$ cat src/rtl/softshell_bus_arbiter_if.sv
// Shared Wishbone bus between NUM_MASTERS masters, the arbiter and one slave.
// Masters occupy packed slices of each m_* vector; the slave side is a single channel.
interface softshell_bus_arbiter_if #(
  parameter int NUM_MASTERS = 5,
  parameter int DATA_W      = 32,
  parameter int ADDR_W      = 32
);
  logic [NUM_MASTERS-1:0]            m_cyc_i;
  logic [NUM_MASTERS-1:0]            m_stb_i;
  logic [NUM_MASTERS-1:0]            m_we_i;
  logic [NUM_MASTERS*ADDR_W-1:0]     m_adr_i;
  logic [NUM_MASTERS*DATA_W-1:0]     m_dat_i;
  logic [NUM_MASTERS*(DATA_W/8)-1:0] m_sel_i;
  logic [NUM_MASTERS-1:0]            m_ack_o;
  logic [NUM_MASTERS-1:0]            m_err_o;
  logic [DATA_W-1:0]                 m_dat_o;

  logic                              s_cyc_o;
  logic                              s_stb_o;
  logic                              s_we_o;
  logic [ADDR_W-1:0]                 s_adr_o;
  logic [DATA_W-1:0]                 s_dat_o;
  logic [DATA_W/8-1:0]               s_sel_o;
  logic                              s_ack_i;
  logic [DATA_W-1:0]                 s_dat_i;

  modport arbiter (
    input  m_cyc_i, m_stb_i, m_we_i, m_adr_i, m_dat_i, m_sel_i, s_ack_i, s_dat_i,
    output m_ack_o, m_err_o, m_dat_o, s_cyc_o, s_stb_o, s_we_o, s_adr_o, s_dat_o, s_sel_o
  );

  modport master (
    output m_cyc_i, m_stb_i, m_we_i, m_adr_i, m_dat_i, m_sel_i,
    input  m_ack_o, m_err_o, m_dat_o
  );

  modport slave (
    input  s_cyc_o, s_stb_o, s_we_o, s_adr_o, s_dat_o, s_sel_o,
    output s_ack_i, s_dat_i
  );
endinterface

$ cat src/rtl/softshell_bus_arbiter.sv
// Round-robin Wishbone arbiter with a stalled-strobe timeout and a reset synchroniser.
// The synchronised reset (rst_o) is the only reset seen by the arbitration logic.
module softshell_bus_arbiter #(
  parameter int NUM_MASTERS    = 5,
  parameter int DATA_W         = 32,
  parameter int ADDR_W         = 32,
  parameter int TIMEOUT_CYCLES = 255,
  parameter int RESET_STAGES   = 3
) (
  input  logic                           wb_clk_i,
  input  logic                           reset_in,
  output logic                           rst_o,
  input  logic [NUM_MASTERS-1:0]         master_en,
  output logic [$clog2(NUM_MASTERS)-1:0] grant_o,
  output logic                           busy_o,
  softshell_bus_arbiter_if.arbiter       bus
);

  localparam int GW = $clog2(NUM_MASTERS);
  localparam int SW = DATA_W / 8;
  localparam int CW = 16;
  localparam logic [CW-1:0] TIMEOUT = CW'(TIMEOUT_CYCLES);

  typedef enum logic [1:0] {IDLE, OWN, ERR} state_t;

  state_t                 state;
  logic [GW-1:0]          last_grant;
  logic [GW-1:0]          next_grant;
  logic [GW-1:0]          cand;
  logic                   found;
  logic [CW-1:0]          tmo_cnt;
  logic [CW-1:0]          cnt_inc;
  logic [NUM_MASTERS-1:0] eligible;
  logic [NUM_MASTERS-1:0] grant_1h;
  logic [NUM_MASTERS-1:0] err_q;
  logic [RESET_STAGES-1:0] rst_sync;
  logic                   own;
  logic                   cyc_g;
  logic                   stb_g;

  // Ones are loaded asynchronously, zeros walk in from the bottom on each clock.
  // NOTE: sequential state is always written with <= so every flop samples pre-edge values.
  always_ff @(posedge wb_clk_i or posedge reset_in) begin
    if (reset_in) rst_sync <= '1;
    else          rst_sync <= {rst_sync[RESET_STAGES-2:0], 1'b0};
  end

  assign rst_o = rst_sync[RESET_STAGES-1];

  assign eligible = bus.m_cyc_i & master_en;
  assign grant_1h = NUM_MASTERS'(1) << grant_o;
  assign cyc_g    = bus.m_cyc_i[grant_o];
  assign stb_g    = bus.m_stb_i[grant_o];
  assign own      = (state == OWN);
  assign cnt_inc  = (tmo_cnt == '1) ? tmo_cnt : tmo_cnt + CW'(1);

  // Search starts just after the previous owner and wraps, giving round-robin fairness.
  // NOTE: every always_comb output gets a default first so no latch can be inferred.
  always_comb begin
    next_grant = last_grant;
    found      = 1'b0;
    cand       = '0;
    for (int k = 1; k <= NUM_MASTERS; k++) begin
      cand = GW'((int'(last_grant) + k) % NUM_MASTERS);
      if (!found && eligible[cand]) begin
        next_grant = cand;
        found      = 1'b1;
      end
    end
  end

  always_ff @(posedge wb_clk_i or posedge rst_o) begin
    if (rst_o) begin
      state      <= IDLE;
      grant_o    <= '0;
      last_grant <= GW'(NUM_MASTERS - 1);
      tmo_cnt    <= '0;
      err_q      <= '0;
    end else begin
      err_q <= '0;
      case (state)
        IDLE: begin
          if (|eligible) begin
            state   <= OWN;
            grant_o <= next_grant;
            tmo_cnt <= '0;
          end
        end
        OWN: begin
          // A dropped cyc ends ownership even if the counter would expire on this edge.
          if (!cyc_g) begin
            state      <= IDLE;
            last_grant <= grant_o;
            tmo_cnt    <= '0;
          end else if (!stb_g || bus.s_ack_i) begin
            tmo_cnt <= '0;
          end else begin
            tmo_cnt <= cnt_inc;
            if (cnt_inc == TIMEOUT) begin
              state <= ERR;
              err_q <= grant_1h;
            end
          end
        end
        ERR: begin
          if (!cyc_g) begin
            state      <= IDLE;
            last_grant <= grant_o;
          end
        end
        default: state <= IDLE;
      endcase
    end
  end

  assign busy_o      = (state != IDLE);
  assign bus.m_err_o = err_q;
  assign bus.m_ack_o = (own && bus.s_ack_i) ? grant_1h : '0;
  assign bus.m_dat_o = bus.s_dat_i;

  assign bus.s_cyc_o = own & cyc_g;
  assign bus.s_stb_o = own & stb_g;
  assign bus.s_we_o  = own & bus.m_we_i[grant_o];
  assign bus.s_adr_o = bus.m_adr_i[int'(grant_o)*ADDR_W +: ADDR_W];
  assign bus.s_dat_o = bus.m_dat_i[int'(grant_o)*DATA_W +: DATA_W];
  assign bus.s_sel_o = bus.m_sel_i[int'(grant_o)*SW +: SW];

endmodule

$ cat src/flat_wrapper.sv
// flat-port wrapper written by rule: the top's interface ports become plain ports
module softshell_bus_arbiter_flat 
#(
  parameter int NUM_MASTERS    = 5,
  parameter int DATA_W         = 32,
  parameter int ADDR_W         = 32,
  parameter int TIMEOUT_CYCLES = 255,
  parameter int RESET_STAGES   = 3
)
  (wb_clk_i, reset_in, rst_o, master_en, grant_o, busy_o, bus_m_cyc_i, bus_m_stb_i, bus_m_we_i, bus_m_adr_i, bus_m_dat_i, bus_m_sel_i, bus_s_ack_i, bus_s_dat_i, bus_m_ack_o, bus_m_err_o, bus_m_dat_o, bus_s_cyc_o, bus_s_stb_o, bus_s_we_o, bus_s_adr_o, bus_s_dat_o, bus_s_sel_o);
  softshell_bus_arbiter_if #(.NUM_MASTERS(NUM_MASTERS), .DATA_W(DATA_W), .ADDR_W(ADDR_W)) bus_i ();
  input  logic wb_clk_i;
  input  logic reset_in;
  output logic rst_o;
  input  logic [NUM_MASTERS-1:0] master_en;
  output logic [$clog2(NUM_MASTERS)-1:0] grant_o;
  output logic busy_o;
  input wire logic [$bits(bus_i.m_cyc_i)-1:0] bus_m_cyc_i;
  input wire logic [$bits(bus_i.m_stb_i)-1:0] bus_m_stb_i;
  input wire logic [$bits(bus_i.m_we_i)-1:0] bus_m_we_i;
  input wire logic [$bits(bus_i.m_adr_i)-1:0] bus_m_adr_i;
  input wire logic [$bits(bus_i.m_dat_i)-1:0] bus_m_dat_i;
  input wire logic [$bits(bus_i.m_sel_i)-1:0] bus_m_sel_i;
  input wire logic [$bits(bus_i.s_ack_i)-1:0] bus_s_ack_i;
  input wire logic [$bits(bus_i.s_dat_i)-1:0] bus_s_dat_i;
  output wire logic [$bits(bus_i.m_ack_o)-1:0] bus_m_ack_o;
  output wire logic [$bits(bus_i.m_err_o)-1:0] bus_m_err_o;
  output wire logic [$bits(bus_i.m_dat_o)-1:0] bus_m_dat_o;
  output wire logic [$bits(bus_i.s_cyc_o)-1:0] bus_s_cyc_o;
  output wire logic [$bits(bus_i.s_stb_o)-1:0] bus_s_stb_o;
  output wire logic [$bits(bus_i.s_we_o)-1:0] bus_s_we_o;
  output wire logic [$bits(bus_i.s_adr_o)-1:0] bus_s_adr_o;
  output wire logic [$bits(bus_i.s_dat_o)-1:0] bus_s_dat_o;
  output wire logic [$bits(bus_i.s_sel_o)-1:0] bus_s_sel_o;
  assign bus_i.m_cyc_i = bus_m_cyc_i;
  assign bus_i.m_stb_i = bus_m_stb_i;
  assign bus_i.m_we_i = bus_m_we_i;
  assign bus_i.m_adr_i = bus_m_adr_i;
  assign bus_i.m_dat_i = bus_m_dat_i;
  assign bus_i.m_sel_i = bus_m_sel_i;
  assign bus_i.s_ack_i = bus_s_ack_i;
  assign bus_i.s_dat_i = bus_s_dat_i;
  assign bus_m_ack_o = bus_i.m_ack_o;
  assign bus_m_err_o = bus_i.m_err_o;
  assign bus_m_dat_o = bus_i.m_dat_o;
  assign bus_s_cyc_o = bus_i.s_cyc_o;
  assign bus_s_stb_o = bus_i.s_stb_o;
  assign bus_s_we_o = bus_i.s_we_o;
  assign bus_s_adr_o = bus_i.s_adr_o;
  assign bus_s_dat_o = bus_i.s_dat_o;
  assign bus_s_sel_o = bus_i.s_sel_o;
  softshell_bus_arbiter #(.NUM_MASTERS(NUM_MASTERS), .DATA_W(DATA_W), .ADDR_W(ADDR_W), .TIMEOUT_CYCLES(TIMEOUT_CYCLES), .RESET_STAGES(RESET_STAGES)) u_core (.wb_clk_i(wb_clk_i), .reset_in(reset_in), .rst_o(rst_o), .master_en(master_en), .grant_o(grant_o), .busy_o(busy_o), .bus(bus_i));
endmodule
$ cat config.mk
export PLATFORM = sky130hd
export DESIGN_NAME = softshell_bus_arbiter_flat
export DESIGN_NICKNAME = d
export VERILOG_FILES = /design/src/rtl/softshell_bus_arbiter_if.sv /design/src/rtl/softshell_bus_arbiter.sv /design/src/flat_wrapper.sv
export SDC_FILE = /design/constraint.sdc
export NUM_CORES = 1
export LEC_CHECK = 0
export BUFFER_PORTS_ARGS = -buffer_cell sky130_fd_sc_hd__buf_2
export CAP_MARGIN = 0
export CELL_PAD_IN_SITES_DETAIL_PLACEMENT = 0
export CELL_PAD_IN_SITES_GLOBAL_PLACEMENT = 1
export CORE_AREA = 2 2 198 200
export CTS_CLUSTER_DIAMETER = 30
export DETAILED_ROUTE_END_ITERATION = 8
export DIE_AREA = 0 0 200 202
export PLACE_DENSITY_LB_ADDON = 0.1
export SLEW_MARGIN = 40
export SYNTH_ARGS = -nofsm -noshare
export SYNTH_HDL_FRONTEND = slang
export SYNTH_SLANG_ARGS = --single-unit
export TNS_END_PERCENT = 1
$ cat constraint.sdc
create_clock -name wb_clk_i -period 2.6 [get_ports wb_clk_i]
set_input_delay 0.26 -clock wb_clk_i [delete_from_list [all_inputs] [get_ports wb_clk_i]]
set_output_delay 0.26 -clock wb_clk_i [all_outputs]
set_load 0.01 [all_outputs]
== After elaboration in Yosys (flattened, before gate mapping) ==
Index checks and enable logic that the tools add are counted.

* Flip-flop bits (word level): 32
* Bits in latches: 0
* Bits in writable memories: 0
* Bits in read-only memories: 0
* Word-level logic and storage cells: 101
* Memories: 0

* $add $sub $neg: 6
* Multipliers: 0
* Divide/modulo/power cells: 5
* Order comparisons: 6
* Eq/ne operators: 8
* Shift-type cells: 4
* Muxes and demuxes: 41
* Bitwise logic cells: 5
* Reduce and logical (&&, ||, !) cells: 20

{| class="wikitable"
|+ Operators with widths
! operator !! count
|-
| 160-bit by 9-bit variable part select with 32-bit output || 2
|-
| 32-bit by 4-bit remainder unit with 32-bit output, second input constant || 5
|-
| 16-bit two-way mux || 4
|-
| 16-bit case mux with 2 select lines || 1
|-
| 5-bit two-way mux || 5
|-
| 1-bit binary-select mux with 3-bit select || 8
|-
| 3-bit by 4-bit < comparator with 1-bit output, second input constant || 6
|-
| 20-bit by 6-bit variable part select with 4-bit output || 1
|-
| 16-bit by 1-bit adder with 16-bit output, second input constant || 1
|-
| 16-bit equality test, second input constant || 1
|-
| 16-bit by 8-bit equality test with 1-bit output, second input constant || 1
|-
| 3-bit two-way mux || 5
|-
| 1-bit two-way mux || 12
|-
| 2-bit two-way mux || 5
|-
| 3-bit by 2-bit adder with 4-bit output, second input constant || 2
|-
| 3-bit by 3-bit adder with 4-bit output, second input constant || 2
|-
| 3-bit inequality test, second input constant || 2
|-
| 2-bit case mux with 3 select lines || 1
|-
| 2-bit AND reduction || 3
|-
| 5-bit bitwise AND || 1
|-
| 1-bit logical AND || 5
|-
| 1-bit logical NOT || 5
|-
| 5-bit OR reduction || 1
|-
| 1-bit by 3-bit left shift with 5-bit output, first input constant || 1
|-
| 12 further kinds || 15
|}

== Longest topological paths before layout ==
Gate-level depths: netlist (run 1).

* Word-level depth: 17
* Mapped depth: 20
* Depth with buffers taken out: 19

== Least setup slack after synthesis (run 1) ==
OpenSTA, ideal clock, no wires.

* Path kind: register to register
* Start point: reg u_core.last_grant[0]
* End point: reg u_core.grant_o[1]
* Setup time: 0.099 ns
* Arrival: 4.588 ns
* Data required time: 2.501 ns
* Slack: -2.088 ns
* Stages on the path, launching flop included: 20
* Path buffers: 1
* Cells stage by stage: dfrtp_1 buf_2 clkinv_1 ha_1 ha_1 or3b_2 a21oi_1 o21a_1 nor2_1 ha_1 nand2b_1 a221oi_1 nor3_2 xnor2_1 mux4_2 nor2_1 o21ai_2 a21oi_1 nor3_1 a311oi_1

* Cells in the longest elaborated chain, start to end: 17

{| class="wikitable"
|+ RTL lines
! item !! line !! RTL
|-
| start: declaration || softshell_bus_arbiter.sv:27 || <nowiki>logic [GW-1:0] last_grant;</nowiki>
|-
| start signal: assignment || softshell_bus_arbiter.sv:76 || <nowiki>last_grant <= GW'(NUM_MASTERS - 1);</nowiki>
|-
| start signal: assignment || softshell_bus_arbiter.sv:93 || <nowiki>last_grant <= grant_o;</nowiki>
|-
| start signal: assignment || softshell_bus_arbiter.sv:108 || <nowiki>last_grant <= grant_o;</nowiki>
|-
| 3-bit by 1-bit adder with 4-bit output || softshell_bus_arbiter.sv:64 || <nowiki>cand = GW'((int'(last_grant) + k) % NUM_MASTERS);</nowiki>
|-
| 32-bit by 4-bit remainder unit with 32-bit output || softshell_bus_arbiter.sv:64 ||
|-
| 1-bit binary-select mux with 3-bit select || softshell_bus_arbiter.sv:65 || <nowiki>if (!found && eligible[cand]) begin</nowiki>
|-
| 1-bit two-way mux (implied by the code) || softshell_bus_arbiter.sv:65 ||
|-
| 1-bit two-way mux || softshell_bus_arbiter.sv:65 ||
|-
| 1-bit logical NOT || softshell_bus_arbiter.sv:65 ||
|-
| 1-bit logical AND || softshell_bus_arbiter.sv:65 ||
|-
| 1-bit two-way mux || softshell_bus_arbiter.sv:65 ||
|-
| 1-bit logical NOT || softshell_bus_arbiter.sv:65 ||
|-
| 1-bit logical AND || softshell_bus_arbiter.sv:65 ||
|-
| 1-bit two-way mux || softshell_bus_arbiter.sv:65 ||
|-
| 1-bit logical NOT || softshell_bus_arbiter.sv:65 ||
|-
| 1-bit logical AND || softshell_bus_arbiter.sv:65 ||
|-
| 1-bit two-way mux || softshell_bus_arbiter.sv:65 ||
|-
| 1-bit logical NOT || softshell_bus_arbiter.sv:65 ||
|-
| 1-bit logical AND || softshell_bus_arbiter.sv:65 ||
|-
| 3-bit two-way mux (*) || softshell_bus_arbiter.sv:65 ||
|-
| end signal: assignment || softshell_bus_arbiter.sv:85 || <nowiki>grant_o <= next_grant;</nowiki>
|-
| end: declaration || softshell_bus_arbiter.sv:14 || <nowiki>output logic [$clog2(NUM_MASTERS)-1:0] grant_o,</nowiki>
|}

Mark *: on every way between the ends. The rest lies on a longest branch, timed or not. The select of a mux whose other input is x is not followed.
A chain may end at the register's enable or synchronous reset.

== Worst setup path after layout (run 1) ==
Ends and elaborated chain as after synthesis.

==> impl_metrics.env, run 1 <==
export IMPL_outcome="finished with violations"
export IMPL_failing_checks="setup timing"
export IMPL_met1_length_microns=15700
export IMPL_routed_wire_length_per_instance_microns=23.9
export IMPL_synth_seq_cells=32
export IMPL_fin_ws_ns=-1.31
export IMPL_buffer_ports_inserted=448
export IMPL_cts_hold_repair_buffers=0
export IMPL_detail_route_wirelength_microns=41100
export IMPL_combPwrFrac=0.897
export IMPL_synthesis_nets=1093
export IMPL_worst_path_max_fanout=4
export IMPL_cts_reportedPaths_clkPinSlew_ns=0.06
export IMPL_crit_type="register to register"
export IMPL_tritoncts_buffer_count=5
export IMPL_rsz0062_at_grt="true"
export IMPL_placeableCoreArea_sq_um=38300
export IMPL_initial_cell_density_of_the_core=0.163
export IMPL_cts_htree_levels=2
export IMPL_drtPass1Iterations=4
export IMPL_finalHoldWorstSlack_ns=0.0184
export IMPL_crit_reg2reg_capture="u_core.grant_o[1]$_DFFE_PP0P_"
export IMPL_worstPathCellList="buf_4 > clkinv_2 > ha_4 > ha_4 > or3b_4 > a21oi_4 > o21a_1 > nor2_2 > ha_2 > nand2b_4 > a221oi_4 > nor3_4 > xnor2_2 > mux4_2 > nor2_4 > o21ai_4 > a21oi_1 > nor3_1 > a311oi_1"
export IMPL_synth_cell_types=90
export IMPL_route_antenna_remaining_nets=0
export IMPL_synthFlopType="dfrtp_1"
export IMPL_swShare=0.495
export IMPL_share_seq_of_total_power=0.050
export IMPL_cp_data_arrival_time_ns=4.10
export IMPL_timing_clock_skew_ns=0.00234
export IMPL_crit_path_start="u_core.last_grant[0]$_DFFE_PP0P_"
export IMPL_final_period_minus_worst_setup_slack_ns=3.91
export IMPL_pin_count_of_the_biggest_net_entering_global_routing=72
export IMPL_r2r_slack_ns=-1.31
export IMPL_cts_path_max_buffers=2
export IMPL_finalCritPeriodShare=1.51
export IMPL_reported_net_switching_power_mw=6.91
export IMPL_io_pins=513
export IMPL_most_area_consuming_cells_after_synthesis="mux4_2 26%, dfrtp_1 11%, a22o_1 9.6%"
export IMPL_row_count=72
export IMPL_timing_critical_path_depth=19
export IMPL_cts_tree="built"
export IMPL_layout_cells_most_common_list="448 x buf_2, 150 x buf_4, 73 x mux4_2"
export IMPL_synthesis_instances=667
export IMPL_p_per_area_nw_per_um2=1340
export IMPL_count_of_synthesis_stage_warnings_from_yosys=0
export IMPL_first_global_vias=8243
export IMPL_layout_stage_area_growth_over_the_synthesis_result_pct=66.8
export IMPL_critical_path_n_buffers_inverters=2
export IMPL_synth_area_leader_cell="mux4_2"
export IMPL_ys_seq_area_frac=0.129
export IMPL_critical_path_top_delay_family="compound AO/OA/AOI/OAI gates"
export IMPL_fin_tns_setup_ns=-3.79
export IMPL_synth_async_reset_ratio=1.00
export IMPL_layout_cells_most_common="buf_2"
export IMPL_synth_edff_count=0
export IMPL_drv_cap=0
export IMPL_routabilityCongestion=0.871
export IMPL_grt_remaining_overflow=0
export IMPL_power_share_clock=0.053
export IMPL_root_buffer="clkbuf_16"
export IMPL_die_height_microns=202
export IMPL_placed_cells=1700
export IMPL_drt_iter0_drc=320
export IMPL_clock_sink_count=32
export IMPL_ff2ff_path_depth=19
export IMPL_dp_hpwl_microns=36200
export IMPL_drc_errors=0
export IMPL_finalNetCount=1620
export IMPL_synth_area_per_cell_sq_um=9.33
export IMPL_vdd_drop_max_mv=0.379
export IMPL_clk_insertion_delay_late_ns=0.28
export IMPL_design_die_area_sq_um=40400
export IMPL_drive_above_1_share=0.631
export IMPL_routed_length_on_met3_microns=2570
export IMPL_synth_top_area_share=0.264
export IMPL_synth_cell_area_sq_um=6220
export IMPL_power_static_leakage_nw=5.06
export IMPL_dr_total_vias=7817
export IMPL_timing_critical_path_slowest_stage_cell="mux4_2"
export IMPL_top_layer="met5"
export IMPL_critical_path_required_ns=2.78
export IMPL_antenna_found_initial=13
export IMPL_setup_viol=3
export IMPL_critical_path_startpoint_type="register"
export IMPL_critical_path_endpoint="u_core.grant_o[1]$_DFFE_PP0P_"
export IMPL_first_pass_grt_wire_length_microns=57100
export IMPL_end_kind="register"
export IMPL_launch_point_of_the_worst_reg_to_reg_path="u_core.last_grant[0]$_DFFE_PP0P_"
export IMPL_timing_critical_path_mode_cell="ha_4"
export IMPL_critPathMaxStageDelay_ns=0.57
export IMPL_detail_route_vias_per_cell=4.55
export IMPL_timing_hold_violations_final=0
export IMPL_fmaxAchievable_mhz=255
export IMPL_final_report_max_slew_violation_count=0
export IMPL_grt_util_all_layers=0.196
export IMPL_die_width_microns=200
export IMPL_hold_path_class="input pin to async pin"
export IMPL_layoutNonFillerInstCount=1718
export IMPL_cell_internal_pwr_mw=7.05
export IMPL_met2WireLength_microns=21300
==> cells by family (layout without fill, tap and decap cells) <==
family,Yosys count,after routing,synth area share
AND/OR/NAND/NOR,189,189,0.163
other,1,6,0.000603
buffers and inverters,109,637,0.0879
AO/OA/AOI/OAI,214,214,0.260
adder cells (fa/ha/maj),31,31,0.0635
flip-flops,32,32,0.129
XOR/XNOR,11,11,0.0197
multiplexers,80,80,0.275
==> what timing repair did <==
item                                    in CTS  in global routing
setup buffers                                4                  1
resized for setup                           24                 20
endpoints found under the setup margin      20                 28
hold endpoints to repair                     0                  0
pin swaps                                   12                  4
==> area by class of cell <==
| type | count | area, sq um |
|---|---|---|
| Clock buffer | 7 | 153 |
| Multi-Input combinational cell | 526 | 5130 |
| Sequential cell | 32 | 815 |
| Fill cell | 4245 | 27900 |
| Tap cell | 518 | 648 |
| Timing Repair Buffer | 605 | 3500 |
| Antenna cell | 5 | 12.5 |
| Inverter | 24 | 95.1 |
| Clock inverter | 1 | 30.0 |
==> sequential cells by signal (all words and copies together) (netlist names) <==
name and flops:
u_core.tmo_cnt 16, u_core.bus.m_err_o 5, u_core.grant_o 3, u_core.last_grant 3, u_core.rst_sync 3, u_core.state 2
==> synth_stat cells, types with 4 or more instances <==
library cell / number
xnor2_1: 8
mux2i_1: 7
buf_4: 33
nand2_1: 29
clkbuf_1: 35
a22oi_1: 7
and2_1: 6
a21oi_1: 35
inv_1: 21
nor3_1: 15
mux4_2: 73
a31oi_1: 6
dfstp_2: 4
o31ai_1: 6
buf_1: 11
nand2b_1: 6
a211o_1: 5
nor2b_1: 8
buf_2: 5
o21a_1: 5
ha_1: 30
o21ai_1: 5
dfrtp_1: 28
nor2_1: 42
nand4_1: 6
o21ai_0: 32
a22o_1: 68
nand3_1: 33
and3_1: 10
nor4_1: 7
==> how the worst min path moves through the flow <==
stage / from / endpoint / slack, ns
final: reset_in / u_core.rst_sync[2]$_DFF_PP1_ / 0.02
after detailed placement: u_core.rst_sync[2]$_DFF_PP1_ / u_core.tmo_cnt[9]$_DFFE_PP0P_ / 0.29
after global placement: reset_in / u_core.rst_sync[2]$_DFF_PP1_ / 0.32
after CTS: reset_in / u_core.rst_sync[2]$_DFF_PP1_ / 0.02
after floorplan: reset_in / u_core.rst_sync[0]$_DFF_PP1_ / 0.19
after global routing: reset_in / u_core.rst_sync[2]$_DFF_PP1_ / 0.04
==> power groups by stage <==
stage               Combinational [mW]  Clock [mW]  Sequential, mW
finish                            12.5       0.742           0.698
global route                      13.6       0.782           0.710
CTS                               12.6       0.760           0.696
detailed placement                12.0           0           0.694
global placement                  12.1           0           0.692
floorplan                         6.76           0           0.658
==> per-stage QoR <==
step	util	power [mW]	worst slack, ns	instance area (sq um)
after global routing	0.271	15.1	-1.55	10400
after detailed placement	0.259	12.7	-1.49	9930
after global placement	0.259	12.8	-1.40	9930
final	0.271	14.0	-1.31	10400
after CTS	0.268	14.1	-1.28	10300
after floorplan	-	7.41	-1.57	6290
==> layer usage <==
layer | vias up | GRT usage
met5 | - | 0
met4 | 6 | 0.0664
met3 | 54 | 0.0384
met2 | 294 | 0.357
met1 | 3767 | 0.227
li1 | 3696 | -
Power figures use the tool's default switching activity.
==> run 2, diff against run 1 <==
--- a/config.mk
+++ b/config.mk
@@ -5,14 +5,15 @@
 export SDC_FILE = /design/constraint.sdc
 export NUM_CORES = 1
 export LEC_CHECK = 0
+export ABC_AREA = 1
 export BUFFER_PORTS_ARGS = -buffer_cell sky130_fd_sc_hd__buf_2
 export CAP_MARGIN = 0
 export CELL_PAD_IN_SITES_DETAIL_PLACEMENT = 0
 export CELL_PAD_IN_SITES_GLOBAL_PLACEMENT = 1
-export CORE_AREA = 2 2 198 200
+export CORE_AREA = 2 2 202 204
 export CTS_CLUSTER_DIAMETER = 30
 export DETAILED_ROUTE_END_ITERATION = 8
-export DIE_AREA = 0 0 200 202
+export DIE_AREA = 0 0 204 206
 export PLACE_DENSITY_LB_ADDON = 0.1
 export SLEW_MARGIN = 40
 export SYNTH_ARGS = -nofsm -noshare
==> run 2 against run 1 <==
  * The flow still finishes with violations (setup timing)
  * Cell count up 21%
  * Routed wire length shrank 3.3%
  * Critical endpoint unchanged
  * Non-clock buffer count fell by 37
  * Largest cell class unchanged
  * Count of clock-buffer cells in the layout fell by 2
  * Worst setup slack gained 0.60 ns
  * Highest routed layer unchanged
  * Synthesized cell count rose by 55%
  * Sequential share of layout area up 0.32 points
  * Final area fell by 4.8%
  * Utilization fell by 2.5 points
  * Critical path type unchanged
  * Critical path depth grew 5
==> impl_metrics.env, run 2 <==
export IMPL_synthesis_instances=1037
export IMPL_vdd_drop_max_mv=0.531
export IMPL_synth_area_per_cell_sq_um=5.85
export IMPL_slew_limit_headroom=0.505
export IMPL_critical_path_required_ns=2.77
export IMPL_post_synth_most_frequent_cells="429 x nand2_1, 84 x nand4_1, 79 x inv_1"
export IMPL_most_area_consuming_cells_after_synthesis="nand2_1 27%, dfrtp_1 12%, a22o_1 9.8%"
export IMPL_detail_route_vias_per_cell=4.23
export IMPL_synthFlopType="dfrtp_1"
export IMPL_row_count=74
export IMPL_critical_path_startpoint_type="register"
export IMPL_drive_above_1_share=0.448
export IMPL_totalPowerFinal_mw=12.9
export IMPL_design_die_area_sq_um=42000
export IMPL_share_seq_of_total_power=0.052
export IMPL_clk_insertion_delay_late_ns=0.29
export IMPL_critPathMaxStageDelay_ns=0.45
export IMPL_fmaxAchievable_mhz=302
export IMPL_layout_stage_area_growth_over_the_synthesis_result_pct=63.0
export IMPL_worst_path_max_fanout=6
export IMPL_synth_async_reset_ratio=1.00
export IMPL_fin_tns_setup_ns=-2.10
export IMPL_hold_path_class="input pin to async pin"
export IMPL_dr_total_vias=8766
export IMPL_synth_seq_cells=32
export IMPL_cts_hold_repair_buffers=0
export IMPL_p_per_area_nw_per_um2=1300
export IMPL_crit_type="register to register"
export IMPL_worstPathCellList="inv_4 > ha_2 > ha_1 > inv_1 > nand2_1 > o21ai_2 > xor2_2 > buf_4 > ha_1 > or2_2 > nand2_2 > nand3_2 > nand2_2 > nand2_1 > nand3b_1 > nand2_1 > nand2_1 > nand3_2 > nor2_4 > nand2_1 > nand2_1 > inv_1 > nand2_1 > nand2_1"
export IMPL_drtPass1Iterations=4
export IMPL_die_height_microns=206
export IMPL_rsz0062_at_grt="true"
export IMPL_synth_area_leader_cell="nand2_1"
export IMPL_timing_clock_skew_ns=0.0104
export IMPL_initial_cell_density_of_the_core=0.151
export IMPL_routabilityCongestion=0.833
export IMPL_drv_cap=0
export IMPL_dp_hpwl_microns=33400
export IMPL_cts_path_max_buffers=2
export IMPL_tritoncts_buffer_count=5
export IMPL_route_antenna_remaining_nets=0
export IMPL_synth_cell_types=44
export IMPL_pin_count_of_the_biggest_net_entering_global_routing=70
export IMPL_swShare=0.559
export IMPL_grt_util_all_layers=0.179
export IMPL_reported_net_switching_power_mw=7.19
export IMPL_first_global_vias=8724
export IMPL_outcome="finished with violations"
export IMPL_synth_top_area_share=0.266
export IMPL_cp_data_arrival_time_ns=3.48
export IMPL_timing_critical_path_slowest_stage_cell="dfrtp_1"
export IMPL_detail_route_wirelength_microns=39800
export IMPL_placed_cells=2041
export IMPL_finalCritPeriodShare=1.27
export IMPL_first_pass_grt_wire_length_microns=56400
export IMPL_final_period_minus_worst_setup_slack_ns=3.31
export IMPL_postPlaceCellArea_sq_um=9430
export IMPL_post_route_standard_cell_area_excluding_fillers_sq_um=9890
export IMPL_worst_slew_pin_transition_ns=0.742
export IMPL_layoutNonFillerInstCount=2071
export IMPL_io_pins=513
export IMPL_cts_reportedPaths_clkPinSlew_ns=0.06
export IMPL_count_of_synthesis_stage_warnings_from_yosys=0
export IMPL_drt_iter0_drc=338
export IMPL_power_share_clock=0.046
export IMPL_setup_viol=3
export IMPL_routed_wire_length_per_instance_microns=19.2
export IMPL_buffer_ports_inserted=448
export IMPL_synth_edff_count=0
export IMPL_cell_internal_pwr_mw=5.67
export IMPL_finalHoldWorstSlack_ns=0.00275
export IMPL_fin_ws_ns=-0.712
export IMPL_synthMostInstantiatedCell="nand2_1"
export IMPL_clock_sink_count=32
export IMPL_die_width_microns=204
export IMPL_layout_cells_most_common_list="448 x buf_2, 416 x nand2_1, 109 x buf_4"
export IMPL_power_static_leakage_nw=5.27
export IMPL_end_kind="register"
export IMPL_drc_errors=0
export IMPL_final_report_max_slew_violation_count=0
export IMPL_timing_hold_violations_final=0
export IMPL_root_buffer="clkbuf_16"
export IMPL_flip_flop_count_of_the_largest_register_all_copies_and_words_added=16
export IMPL_grt_remaining_overflow=0
export IMPL_finalNetCount=1955
export IMPL_synth_cell_area_sq_um=6060
export IMPL_failing_checks="setup timing"
export IMPL_placeableCoreArea_sq_um=40200
export IMPL_antenna_found_initial=19
export IMPL_synthesis_nets=1463
export IMPL_cts_tree="built"
export IMPL_combPwrFrac=0.901
export IMPL_cts_htree_levels=2
export IMPL_ys_seq_area_frac=0.133
export IMPL_layout_cells_most_common="buf_2"
export IMPL_timing_critical_path_mode_cell="nand2_1"
export IMPL_top_reg_by_flops="u_core.tmo_cnt"
-- run 2: cell types whose count changed after synthesis, moves of 18 or more --
cell and delta:
nand2_1 +400, nand4_1 +78, mux4_2 -73, inv_1 +58
a21oi_1 -29, nand3_1 +18
-- run 2: timing repair --
item,in CTS,in global routing
gates resized for setup,21,35
endpoints found under the hold margin,0,0
buffers inserted,12,2
pin swaps,18,25
setup endpoints to repair,9,16
-- run 2: cells by family after synthesis --
group | share of synthesized area
buffers and inverters | 0.132
XOR/XNOR | 0.0229
other | 0.000618
adder cells (fa/ha/maj) | 0.0652
AND/OR/NAND/NOR | 0.490
flip-flops | 0.133
AO/OA/AOI/OAI | 0.157
-- run 2: power groups by stage --
stage	Sequential (mW)	Combinational, mW	Clock (mW)
floorplan	0.663	6.48	0
global placement	0.684	11.1	0
detailed placement	0.687	11.0	0
CTS	0.671	11.5	0.623
global route	0.690	12.8	0.640
finish	0.674	11.6	0.596
-- run 2: cell type report --
cell class | count | area (sq um)
fillers | 4778 | 30300
multi-input cells | 829 | 4670
repair buffers | 568 | 3220
flip-flops and latches | 32 | 807
well taps | 532 | 666
inverters | 93 | 359
clock buffers | 5 | 125
diodes | 9 | 22.5
clock inverters | 3 | 18.8
-- run 2: final timing paths --
path / start / end / slack, ns / cells after the start
max reg2reg: u_core.last_grant[0]$_DFFE_PP0P_ / u_core.grant_o[1]$_DFFE_PP0P_ / -0.71 / 24
min in group wb_clk_i: u_core.rst_sync[1]$_DFF_PP1_ / u_core.rst_sync[2]$_DFF_PP1_ / 0.35 / 0
max: u_core.last_grant[0]$_DFFE_PP0P_ / u_core.grant_o[1]$_DFFE_PP0P_ / -0.71 / 24
min reg2reg: u_core.rst_sync[1]$_DFF_PP1_ / u_core.rst_sync[2]$_DFF_PP1_ / 0.35 / 0
max in group asynchronous: u_core.rst_sync[2]$_DFF_PP1_ / u_core.tmo_cnt[1]$_DFFE_PP0P_ / 1.57 / 2
min: reset_in / u_core.rst_sync[2]$_DFF_PP1_ / 0.003 / 2
-- run 2: worst max-delay path, delay by kind of cell, from the launching register on --
family | cells | cell delay (ns)
fa+ha+maj | 3 | 0.70
flops | 1 | 0.45
xor+xnor | 1 | 0.11
simple gates | 15 | 1.40
compound gates | 1 | 0.21
buf+inv | 4 | 0.33
-- run 2: metal layers --
| layer | vias to the layer above | GRT usage | part of all wire |
|---|---|---|---|
| met1 | 4026 | 0.238 | 0.44 |
| met3 | 38 | 0.0468 | 0.066 |
| met2 | 266 | 0.297 | 0.48 |
| li1 | 4418 | - | - |
| met5 | - | 0 | 0.0024 |
| met4 | 18 | 0.0228 | 0.0087 |
-- run 2: through the flow --
| stage | util | setup WS, ns |
|---|---|---|
| 3_5_place_dp | 0.235 | -0.810 |
| 4_1_cts | 0.242 | -0.737 |
| 3_3_place_gp | 0.235 | -0.736 |
| 5_1_grt | 0.246 | -0.989 |
| 6_report | 0.246 | -0.712 |
| 2_1_floorplan | - | -0.668 |
==> run 3, diff against run 2 <==
--- a/config.mk
+++ b/config.mk
@@ -11,7 +11,7 @@
 export CELL_PAD_IN_SITES_DETAIL_PLACEMENT = 0
 export CELL_PAD_IN_SITES_GLOBAL_PLACEMENT = 1
 export CORE_AREA = 2 2 202 204
-export CTS_CLUSTER_DIAMETER = 30
+export CTS_CLUSTER_DIAMETER = 200
 export DETAILED_ROUTE_END_ITERATION = 8
 export DIE_AREA = 0 0 204 206
 export PLACE_DENSITY_LB_ADDON = 0.1
==> constraint.sdc (replaced) <==
create_clock -name wb_clk_i -period 2.6 [get_ports wb_clk_i]
set_input_delay 0.78 -clock wb_clk_i [delete_from_list [all_inputs] [get_ports wb_clk_i]]
set_output_delay 0.78 -clock wb_clk_i [all_outputs]
set_load 0.01 [all_outputs]
==> run 3 against run 2 <==
  * The flow still finishes with violations (setup timing)
  * First-iteration DRC count increased by 29%
  * Sequential share of layout area is essentially flat
  * Register-to-register slack worse by 0.08 ns
  * Sequential cell count did not move
  * Count of clock-buffer cells in the layout did not move
  * Critical path depth decreased by 2
  * Routed wire length decreased by 1.0%
  * Die area unchanged
==> impl_metrics.env, run 3 (synthesis gave the netlist of run 2 again) <==
export IMPL_antenna_found_initial=16
export IMPL_final_period_minus_worst_setup_slack_ns=3.39
export IMPL_cts_path_max_buffers=2
export IMPL_timing_hold_violations_final=0
export IMPL_post_route_standard_cell_area_excluding_fillers_sq_um=9950
export IMPL_flip_flop_count_of_the_largest_register_all_copies_and_words_added=16
export IMPL_tritoncts_buffer_count=5
export IMPL_finalCritPeriodShare=1.30
export IMPL_route_antenna_remaining_nets=0
export IMPL_routed_wire_length_per_instance_microns=18.9
export IMPL_drc_errors=0
export IMPL_p_per_area_nw_per_um2=1290
export IMPL_dr_total_vias=8822
export IMPL_layout_cells_most_common_list="447 x buf_2, 421 x nand2_1, 113 x buf_4"
export IMPL_outcome="finished with violations"
export IMPL_critical_path_required_ns=2.77
export IMPL_drv_cap=0
export IMPL_finalNetCount=1962
export IMPL_crit_type="register to register"
export IMPL_postPlaceCellArea_sq_um=9620
export IMPL_buffer_ports_inserted=448
export IMPL_top_reg_by_flops="u_core.tmo_cnt"
export IMPL_placeableCoreArea_sq_um=40200
export IMPL_design_die_area_sq_um=42000
export IMPL_placed_cells=2055
export IMPL_clock_sink_count=32
export IMPL_final_report_max_slew_violation_count=0
export IMPL_grtUsageMet1=0.229
export IMPL_power_static_leakage_nw=5.32
export IMPL_vdd_drop_max_mv=0.397
export IMPL_timing_clock_skew_ns=0.00949
export IMPL_cp_data_arrival_time_ns=3.56
export IMPL_grt_util_all_layers=0.175
export IMPL_initial_cell_density_of_the_core=0.151
export IMPL_hold_path_class="register to async pin"
export IMPL_setup_viol=65
export IMPL_critical_path_startpoint_type="register"
export IMPL_root_buffer="clkbuf_16"
export IMPL_cts_htree_levels=2
export IMPL_totalPowerFinal_mw=12.9
export IMPL_rsz0062_at_grt="true"
export IMPL_drtPass1Iterations=5
export IMPL_layout_stage_area_growth_over_the_synthesis_result_pct=64.1
export IMPL_detail_route_wirelength_microns=39300
export IMPL_first_global_vias=8617
export IMPL_global_route_usage_met3=0.0460
export IMPL_end_kind="register"
export IMPL_highest_utilization_routing_layer_at_the_global_route_stage="met2"
export IMPL_cts_tree="built"
export IMPL_first_pass_grt_wire_length_microns=55200
export IMPL_layoutNonFillerInstCount=2076
export IMPL_dp_hpwl_microns=33800
export IMPL_drt_iter0_drc=435
export IMPL_cts_reportedPaths_clkPinSlew_ns=0.06
export IMPL_global_route_usage_met2=0.296
export IMPL_die_width_microns=204
export IMPL_drive_above_1_share=0.443
export IMPL_detail_route_vias_per_cell=4.25
export IMPL_clk_insertion_delay_late_ns=0.29
export IMPL_failing_checks="setup timing"
export IMPL_pin_count_of_the_biggest_net_entering_global_routing=34
export IMPL_row_count=74
export IMPL_layout_cells_most_common="buf_2"
export IMPL_io_pins=513
export IMPL_worst_path_max_fanout=6
export IMPL_die_height_microns=206
export IMPL_fin_ws_ns=-0.792
export IMPL_routabilityCongestion=0.837
export IMPL_fmaxAchievable_mhz=295
export IMPL_grt_remaining_overflow=0
[run 3: final cells by class]
type	count	area (sq um)
Antenna cell	7	17.5
Clock buffer	5	125
Clock inverter	3	23.8
Fill cell	4732	30200
Inverter	93	367
Multi-Input combinational cell	829	4600
Sequential cell	32	810
Tap cell	532	666
Timing Repair Buffer	575	3340
[run 3: power breakdown]
part / leakage [nW] / internal [mW] / total, mW / switching [mW]
clock network: 0.0661 / 0.356 / 0.604 / 0.248
logic: 4.83 / 4.85 / 11.6 / 6.73
registers: 0.419 / 0.584 / 0.677 / 0.0930
[run 3: metal layers]
metal / share of wire / up-vias
met2: 0.48 / 301
met4: 0.011 / 18
met3: 0.071 / 38
met5: 0.0027 / -
li1: - / 4432
met1: 0.43 / 4033
[run 3: worst max-delay path: stages (launching register included)]
cell and delay [ns]:
dfstp_2 0.59, inv_4 0.07, ha_4 0.27, nor2_1 0.03, nor2_1 0.10, a21oi_2 0.06, xor2_1 0.18, ha_2 0.20
fa_2 0.38, nand3_4 0.14, nand2_1 0.06, o21a_1 0.11, nand2_1 0.06, nor3_1 0.04, buf_4 0.15, a21oi_4 0.23
nand4_4 0.16, nor2_4 0.19, nand2_1 0.07, nand2_1 0.05, inv_1 0.03, nand2_1 0.06, nand2_1 0.04
[run 3: per-stage QoR]
step / setup slack [ns] / hold WS (ns) / TNS [ns] / utilization
after floorplan: -0.668 / 0.345 / -1.99 / -
after global routing: -1.02 / 0.357 / -16.03 / 0.247
final: -0.792 / 0.348 / -7.76 / 0.248
after detailed placement: -0.798 / 0.347 / -2.40 / 0.239
after CTS: -0.776 / 0.356 / -10.01 / 0.244
after global placement: -0.761 / 0.348 / -2.55 / 0.239
[run 3: what timing repair did]
action / CTS / global route
buffers inserted: 1 / 5
resized for setup: 12 / 25
endpoints found under the setup margin: 79 / 82
pin swaps: 1 / 9
hold buffers: 0 / 0
[run 3: final timing paths]
kind	slack (ns)	startpoint	cells past startpoint	endpoint
setup / recovery	-0.79	u_core.last_grant[2]$_DFFE_PP1P_	22	u_core.grant_o[0]$_DFFE_PP0P_
hold / removal	0.35	u_core.rst_sync[2]$_DFF_PP1_	2	u_core.tmo_cnt[7]$_DFFE_PP0P_
setup reg to reg	-0.79	u_core.last_grant[2]$_DFFE_PP1P_	22	u_core.grant_o[0]$_DFFE_PP0P_
hold reg to reg	0.35	u_core.rst_sync[2]$_DFF_PP1_	2	u_core.tmo_cnt[7]$_DFFE_PP0P_
max in group asynchronous	1.91	u_core.rst_sync[2]$_DFF_PP1_	2	u_core.last_grant[2]$_DFFE_PP1P_
min in group wb_clk_i	0.36	u_core.rst_sync[1]$_DFF_PP1_	0	u_core.rst_sync[2]$_DFF_PP1_
